$ cat config.mk
export PLATFORM = sky130hd
export DESIGN_NAME = mgt_01_fp_sqrt_issue_ctrl
export DESIGN_NICKNAME = d
export VERILOG_FILES = /design/src/rtl/mgt_01_fp_sqrt_issue_ctrl.sv
export SDC_FILE = /design/constraint.sdc
export NUM_CORES = 1
export LEC_CHECK = 0
export CORE_ASPECT_RATIO = 0.7
export CORE_MARGIN = 2
export CORE_UTILIZATION = 45
export DETAILED_ROUTE_END_ITERATION = 7
export PLACE_DENSITY = 0.85
export SETUP_SLACK_MARGIN = 0.2
export SLEW_MARGIN = 40
export SYNTH_ARGS = -nofsm -noshare
export SYNTH_HDL_FRONTEND = slang
export SYNTH_SLANG_ARGS = --single-unit
$ cat constraint.sdc
create_clock -name clk_i -period 5.1 [get_ports clk_i]
set_input_delay 1.02 -clock clk_i [delete_from_list [all_inputs] [get_ports clk_i]]
set_output_delay 1.02 -clock clk_i [all_outputs]
set_load 0.005 [all_outputs]
$ cat src/rtl/mgt_01_fp_sqrt_issue_ctrl.sv
`default_nettype none
// ============================================================================
// Module  : mgt_01_fp_sqrt_issue_ctrl
// Brief   : FP32 sqrt issue/sequencing: resolves special operands locally,
//           drives the sqrt unit under a watchdog, hands result to writeback.
// Revision: 1.0
// ============================================================================
module mgt_01_fp_sqrt_issue_ctrl #(
    parameter int TIMEOUT_CYCLES = 63
) (
    input  logic        clk_i,
    input  logic        rst_n_i,
    input  logic        flush_i,
    input  logic        req_valid_i,
    output logic        req_ready_o,
    input  logic [31:0] req_radicand_i,
    input  logic [4:0]  req_rd_i,
    output logic [31:0] sqrt_radicand_o,
    output logic        sqrt_clk_en_o,
    input  logic [31:0] sqrt_root_i,
    input  logic        sqrt_valid_i,
    input  logic        sqrt_invalid_op_i,
    input  logic        sqrt_overflow_i,
    input  logic        sqrt_underflow_i,
    output logic        wb_valid_o,
    input  logic        wb_ready_i,
    output logic [31:0] wb_result_o,
    output logic [4:0]  wb_rd_o,
    output logic [4:0]  wb_fflags_o,
    output logic        timeout_o
);

    localparam int               CNT_W      = $clog2(TIMEOUT_CYCLES + 1);
    localparam logic [31:0]      C_QNAN     = 32'h7FC0_0000;
    localparam logic [4:0]       C_FFLAG_NV = 5'b10000;
    localparam logic [CNT_W-1:0] C_CNT_LAST = CNT_W'(TIMEOUT_CYCLES - 1);
    localparam logic [CNT_W-1:0] C_CNT_ONE  = CNT_W'(1);

    typedef enum logic [1:0] {
        ST_IDLE = 2'd0,
        ST_BUSY = 2'd1,
        ST_DONE = 2'd2
    } state_t;

    state_t           r_state;
    state_t           w_next_state;
    logic [CNT_W-1:0] r_cnt;
    logic [31:0]      r_radicand;
    logic [31:0]      r_result;
    logic [4:0]       r_rd;
    logic [4:0]       r_fflags;
    logic             r_timeout;

    logic             w_accept;
    logic             w_unit_done;
    logic             w_timeout;
    logic             w_special;
    logic [31:0]      w_fast_result;
    logic [4:0]       w_fast_fflags;
    logic             w_sign;
    logic [7:0]       w_exp;
    logic [22:0]      w_frac;

    assign w_sign = req_radicand_i[31];
    assign w_exp  = req_radicand_i[30:23];
    assign w_frac = req_radicand_i[22:0];

    // NaNs are checked before the sign so a negative quiet NaN stays flag-free.
    always_comb begin
        w_special     = 1'b1;
        w_fast_result = C_QNAN;
        w_fast_fflags = 5'b0;
        if (w_exp == 8'hFF && w_frac != 23'd0) begin
            w_fast_fflags = w_frac[22] ? 5'b0 : C_FFLAG_NV;
        end else if (w_exp == 8'd0 && w_frac == 23'd0) begin
            w_fast_result = req_radicand_i;
        end else if (w_sign) begin
            w_fast_fflags = C_FFLAG_NV;
        end else if (w_exp == 8'hFF) begin
            w_fast_result = req_radicand_i;
        end else begin
            w_special = 1'b0;
        end
    end

    always_comb begin
        w_next_state = r_state;
        w_accept     = 1'b0;
        w_unit_done  = 1'b0;
        w_timeout    = 1'b0;
        case (r_state)
            ST_IDLE: begin
                if (req_valid_i) begin
                    w_accept     = 1'b1;
                    w_next_state = w_special ? ST_DONE : ST_BUSY;
                end
            end
            ST_BUSY: begin
                if (sqrt_valid_i) begin
                    w_unit_done  = 1'b1;
                    w_next_state = ST_DONE;
                end else if (r_cnt == C_CNT_LAST) begin
                    w_timeout    = 1'b1;
                    w_next_state = ST_DONE;
                end
            end
            ST_DONE: begin
                if (wb_ready_i) begin
                    w_next_state = ST_IDLE;
                end
            end
            default: w_next_state = ST_IDLE;
        endcase
        // Flush overrides every transition and suppresses all side effects.
        if (flush_i) begin
            w_next_state = ST_IDLE;
            w_accept     = 1'b0;
            w_unit_done  = 1'b0;
            w_timeout    = 1'b0;
        end
    end

    always_ff @(posedge clk_i or negedge rst_n_i) begin
        if (!rst_n_i) begin
            r_state    <= ST_IDLE;
            r_cnt      <= '0;
            r_radicand <= 32'd0;
            r_result   <= 32'd0;
            r_rd       <= 5'd0;
            r_fflags   <= 5'd0;
            r_timeout  <= 1'b0;
        end else begin
            r_state   <= w_next_state;
            r_timeout <= w_timeout;
            if (w_accept) begin
                r_radicand <= req_radicand_i;
                r_rd       <= req_rd_i;
                r_cnt      <= '0;
                if (w_special) begin
                    r_result <= w_fast_result;
                    r_fflags <= w_fast_fflags;
                end
            end else if (r_state == ST_BUSY && r_cnt != '1) begin
                r_cnt <= r_cnt + C_CNT_ONE;
            end
            if (w_unit_done) begin
                r_result <= sqrt_root_i;
                r_fflags <= {sqrt_invalid_op_i, 1'b0, sqrt_overflow_i, sqrt_underflow_i, 1'b0};
            end
            if (w_timeout) begin
                r_result <= C_QNAN;
                r_fflags <= C_FFLAG_NV;
            end
        end
    end

    // Enables decode straight from the state register so reset drops them at once.
    assign req_ready_o     = (r_state == ST_IDLE);
    assign sqrt_clk_en_o   = (r_state == ST_BUSY);
    assign wb_valid_o      = (r_state == ST_DONE);
    assign sqrt_radicand_o = r_radicand;
    assign wb_result_o     = r_result;
    assign wb_rd_o         = r_rd;
    assign wb_fflags_o     = r_fflags;
    assign timeout_o       = r_timeout;

endmodule

`default_nettype wire

# After elaboration in Yosys (flattened, before gate mapping)
# Cells that the tools add are included.
[op_classes]
n_reduce_logical = 12
n_mux = 39
eq_ne = 8
addsub = 1
[ops]
columns = ["cell", "count"]
rows = [
  ["$mux W32", 6],
  ["$mux W31", 2],
  ["$mux W5", 8],
  ["$logic_not A23 Y1", 1],
  ["$reduce_bool A23 Y1", 1],
  ["$mux W1", 14],
  ["$mux W2", 6],
  ["$mux W6", 2],
  ["$eq A8 B8 Y1 const B", 1],
  ["$logic_not A8 Y1", 1],
  ["$add A6 B1 Y6 const B", 1],
  ["$eq A6 B6 Y1 const B", 1],
  ["$ne A6 B6 Y1 const B", 1],
  ["$pmux W2 S3", 1],
  ["$reduce_bool A3 Y1", 2],
  ["$ne A4 B2 Y1 const B", 1],
  ["$logic_and A1 B1 Y1", 3],
  ["$ne A3 B2 Y1 const B", 1],
  ["$ne A3 B3 Y1 const B", 1],
  ["$reduce_and A3 Y1", 1],
  ["$eq A2 B1 Y1 const B", 1],
  ["$eq A2 B2 Y1 const B", 1],
  ["$logic_not A2 Y1", 1],
  ["$reduce_and A2 Y1", 1],
  ["$reduce_bool A2 Y1", 1],
]
[totals]
reg_bits = 83
inputBits = 78
word_cells = 67

# Logic depth before layout (Yosys ltp)
[logic_depth]
ltp_word = 9
depth_mapped = 7
depth_no_buf = 6

# Least setup slack after synthesis
# OpenSTA, ideal clock, no wires.
[synth_path]
kind = "input to register"
from = "input port req_radicand_i[17]"
to = "register r_fflags[4] (netlist: wb_fflags_o[4])"
arrival_time_ns = 2.253
n_path_buf = 0
path_stages = 5
path_slack_ns = 2.721
required_ns = 4.974
setup_ns = 0.126
path_cell_list = "nor4_2 > nand4_2 > nor3_4 > nor2_4 > a221o_1"
[synth_between]
elab_chain_len = 8
elab_cells_between_ends = 14
[synth_lines]
columns = ["item", "line_no", "text"]
rows = [
  ["from (decl)", "16", "input logic [31:0] req_radicand_i,"],
  ["$logic_not A23 Y1", "75", "end else if (w_exp == 8'd0 && w_frac == 23'd0) begin"],
  ["$logic_and A1 B1 Y1", "75", ""],
  ["$mux W5", "75", ""],
  ["$mux W5", "73", "if (w_exp == 8'hFF && w_frac != 23'd0) begin"],
  ["$mux W5", "139", "if (w_special) begin"],
  ["$mux W5", "135", "if (w_accept) begin"],
  ["$mux W5", "146", "if (w_unit_done) begin"],
  ["$mux W5", "150", "if (w_timeout) begin"],
  ["to (signal assigned)", "141", "r_fflags <= w_fast_fflags;"],
  ["to (signal assigned)", "148", "r_fflags <= {sqrt_invalid_op_i, 1'b0, sqrt_overflow_i, sqrt_underflow_i, 1'b0};"],
  ["to (decl)", "51", "logic [4:0] r_fflags;"],
]
# Several ways; a longest one is shown, not always the timed one. The select of a mux whose other input is x is not followed.
# A chain may end at the register's enable or synchronous reset.

# Worst setup path after layout
[layout_path]
from = "input port req_radicand_i[27]"
to = "register r_result[12] (netlist: wb_result_o[12])"
[layout_between]
elab_chain_len = 9
elab_cells_between_ends = 18
[layout_lines]
columns = ["item", "line_no", "text"]
rows = [
  ["$eq A8 B8 Y1", "73, 79", ""],
  ["$mux W31", "79", "end else if (w_exp == 8'hFF) begin"],
  ["$mux W31", "77", "end else if (w_sign) begin"],
  ["$mux W32", "75", ""],
  ["$mux W32", "73", ""],
  ["$mux W32", "139", ""],
  ["$mux W32", "135", ""],
  ["$mux W32", "146", ""],
  ["$mux W32", "150", ""],
  ["to (signal assigned)", "140", "r_result <= w_fast_result;"],
  ["to (signal assigned)", "147", "r_result <= sqrt_root_i;"],
  ["to (decl)", "49", "logic [31:0] r_result;"],
]
# Several ways; a longest one is shown, not always the timed one. The select of a mux whose other input is x is not followed.

==> results by group <==
Cells and area
  • Final instance area: 5319 um2
  • Total inserted antenna cells: 0
  • Final core occ: 0.7171
  • Synth-to-Final Area Change: 51.77%
  • Fill cell count: 549
  • Layout cells sized above 1: 0.07371
  • Nets: 578

Worst hold path
  • Min-Delay Path Class: reg2reg
  • Worst hold path depth: 2
  • End of the worst hold path: sqrt_radicand_o[7]$_DFFE_PN0P_
  • HP Start: sqrt_radicand_o[7]$_DFFE_PN0P_

Synth
  • Synth top cells by count: 129 x nand2_1, 81 x dfrtp_1, 24 x a22o_1
  • Synth top area cells: dfrtp_1 58%, nand2_1 14%, a22o_1 6.0%
  • Synth Warn #: 0
  • Synth cell types: 45
  • Mux cell area share after synthesis: 0.009639
  • #FFs+latches synth: 81
  • EDFF count, synth: 0
  • Most frequent cell after synthesis: nand2_1
  • Post-synth top area cell: dfrtp_1
  • Synth Area per Inst: 10.13 um2
  • Yosys top cell area share: 0.5784
  • Post-Synth Simple-Gate Area: 0.2292
  • Mapped Area: 3505 um2
  • Post-synth ARST share: 1.000
  • Adder-cell share of the synthesized area: 0.007140
  • XOR/XNOR Fraction of Synth Area: 0.007497
  • Synth Instances: 346
  • Top_reg_cell synth: dfrtp_1
  • Largest family of logic cells by synthesized area: simple AND/OR/NAND/NOR gates
  • Synth Area in Compound Gates: 0.1260
  • Sequential element share of the synthesized area: 0.5784

Floorplan
  • Die width: roughly 110 um
  • Core box area: 7417 um2
  • Die height: about 78 um
  • Row count: 26
  • Ports: 156
  • Die ar.: 8521 um2
  • Initial Utilization: 0.4725

Routing
  • DRC errors left: 0
  • Via count: 3116
  • Initial DRC count: 214
  • ANT nets after route: 0
  • Drt total wl: 9706 um
  • Vias/cell: 5.193
  • TritonRoute pass-1 iters: 4
  • Average wire per standard cell: between 15 and 20 um

STA
  • Final Hold Viols: 0
  • Slew @ Worst Pin: 0.7033 ns
  • RSZ-0062 raised after global routing: no
  • Setup tns final: 0 ns
  • Slew margin rel.: 0.5311
  • Fin. max-slew vios: 0
  • Tcrit/Tclk final: 0.5800
  • Min Tclk post-route: 2.958 ns
  • Final setup fails: 0
  • Layout Skew: 0.01003 ns
  • Highest clock rate: 338.0 MHz

Critical path
  • Worst Setup Start Kind: primary input
  • CP max stage delay: 0.50 ns
  • CP Capture Type: register
  • WS Path Type: in2reg
  • Worst-path cell with the longest stage delay: nor4_2
  • Worst Path Required: 5.33 ns
  • R2R setup slack: 3.03 ns
  • WP data arrival: 3.19 ns
  • Reg2reg start: r_state[1]$_DFFE_PN0P_
  • Worst reg2reg path endpoint: wb_result_o[26]$_DFFE_PN0P_
  • Crit-path cells: clkdlybuf4s50_1 -> nor4_2 -> nand4_1 -> nor3_4 -> nor2_4 -> buf_8 -> a22o_1
  • Crit Path Max Fanout: 20
  • R2R cell count: 6

Clock tree
  • Cts hold-fix bufs: 0
  • CTS root buf: clkbuf_8
  • Max Root-Sink Buffers: 2
  • Post-CTS sizing: 0
  • H-tree depth: 3
  • CTS tree: yes
  • Clock sinks: slightly above 80
  • Post-CTS setup buffer count: 0
  • Cts bufs inserted: 9
  • Clock transition at path regs: 0.07 ns
  • Clock latency on the worst-skew pair: 0.35 ns

Global routing
  • Congestion Overflow GR: 0
  • Pin count of the biggest net entering global routing: between 80 and 90
  • Antenna violations before repair: 0
  • Gr usage total: 0.2366
  • Vias in the first global route: 3146
  • First-pass GRT wire length: 15350 um

Placed design
  • Final HPWL DP: a little over 7000 um
  • Area post-placement: approximately 5100 um2
  • Routability congestion estimate: 0.8121
  • IO buf count: 153

Pwr
  • VDD IR max: 0.2068 mV
  • Leakage: 0.002437 uW
  • Pwr Total: between 1500 and 2000 uW
  • Pwr per Cell Area: 315.6 nW/um2

Run
  • Max-cap violation count: 0

Status
  • Outcome: finished clean
==> where the power goes <==
part / switching [uW] / internal (uW) / total (uW)
logic: 161 / 267 / 427
clock network: 233 / 221 / 454
registers: 59.7 / 738 / 798
==> cell families (layout without fill, tap and decap cells) <==
| family | Yosys count | in the layout |
|---|---|---|
| xor gates and xnor gates | 3 | 3 |
| AOI/OAI and AO/OA | 53 | 53 |
| and+or+nand+nor | 173 | 173 |
| buffers and inverters | 30 | 185 |
| other | 1 | 2 |
| muxes | 3 | 3 |
| adders and majority gates | 2 | 2 |
| DFF | 81 | 81 |
==> metrics by stage <==
step,hold WS [ns],setup WS (ns),instances
after floorplan,0.4697,2.721,347
after global placement,0.4570,1.677,584
after detailed placement,0.4652,1.598,584
after CTS,0.4862,1.972,599
after global routing,0.5050,2.079,600
final,0.4802,2.142,600
==> routing by layer <==
metal	wire length, um	part of all wire	track usage	vias up
met3	965	0.099	0.08487	2
met5	0	0	0	-
met2	4501	0.46	0.3599	140
met4	29	0.0030	0.05949	0
met1	4211	0.43	0.3231	1496
li1	-	-	-	1478
==> worst max-delay path: cells and delay by family <==
| kind | cells | cell delay [ns] |
|---|---|---|
| AND/OR/NAND/NOR | 4 | 1.30 |
| buffers and inverters | 2 | 0.68 |
| AO/OA/AOI/OAI | 1 | 0.18 |
==> sequential cells by signal, summed over array words and instances (netlist names) <==
register and count:
wb_fflags_o 3, r_state 2, r_cnt 6, wb_rd_o 5
wb_result_o 32, timeout_o 1, sqrt_radicand_o 32
==> final cells by class <==
class	instances	area, um2	area share
Clock buffer	9	123.9	0.02329
Clock inverter	6	60.06	0.01129
Inverter	11	41.29	0.007763
Multi-Input combinational cell	236	1359	0.2555
Sequential cell	81	2027	0.3811
Tap cell	98	122.6	0.02305
Timing Repair Buffer	159	1585	0.2980
==> cells in the final DEF, fill, tap and decap left out, drive strengths merged, types with 3 or more instances in the layout <==
cell type	instances
clkdlybuf4s50	152
nor2	12
dfrtp	81
clkbuf	9
mux2	3
buf	7
o21ai	9
nand4	3
and4	3
a22o	24
xor2	3
inv	11
clkinv	3
nor4	7
nand3	4
nand2	129
a32oi	6
nor3	5
==> worst max-delay path by stage <==
| stage | slack, ns | end | cells past startpoint | startpoint |
|---|---|---|---|---|
| 6_report | 2.14 | wb_result_o[12]$_DFFE_PN0P_ | 7 | req_radicand_i[27] |
| 5_1_grt | 2.08 | wb_result_o[22]$_DFFE_PN0P_ | 6 | flush_i |
| 4_1_cts | 1.97 | wb_result_o[26]$_DFFE_PN0P_ | 6 | flush_i |
| 3_5_place_dp | 1.60 | wb_result_o[26]$_DFFE_PN0P_ | 6 | flush_i |
| 3_3_place_gp | 1.68 | wb_result_o[22]$_DFFE_PN0P_ | 6 | flush_i |
| 2_1_floorplan | 2.72 | wb_fflags_o[4]$_DFFE_PN0P_ | 5 | req_radicand_i[17] |
Note: power is estimated with default switching activity, not from simulation.
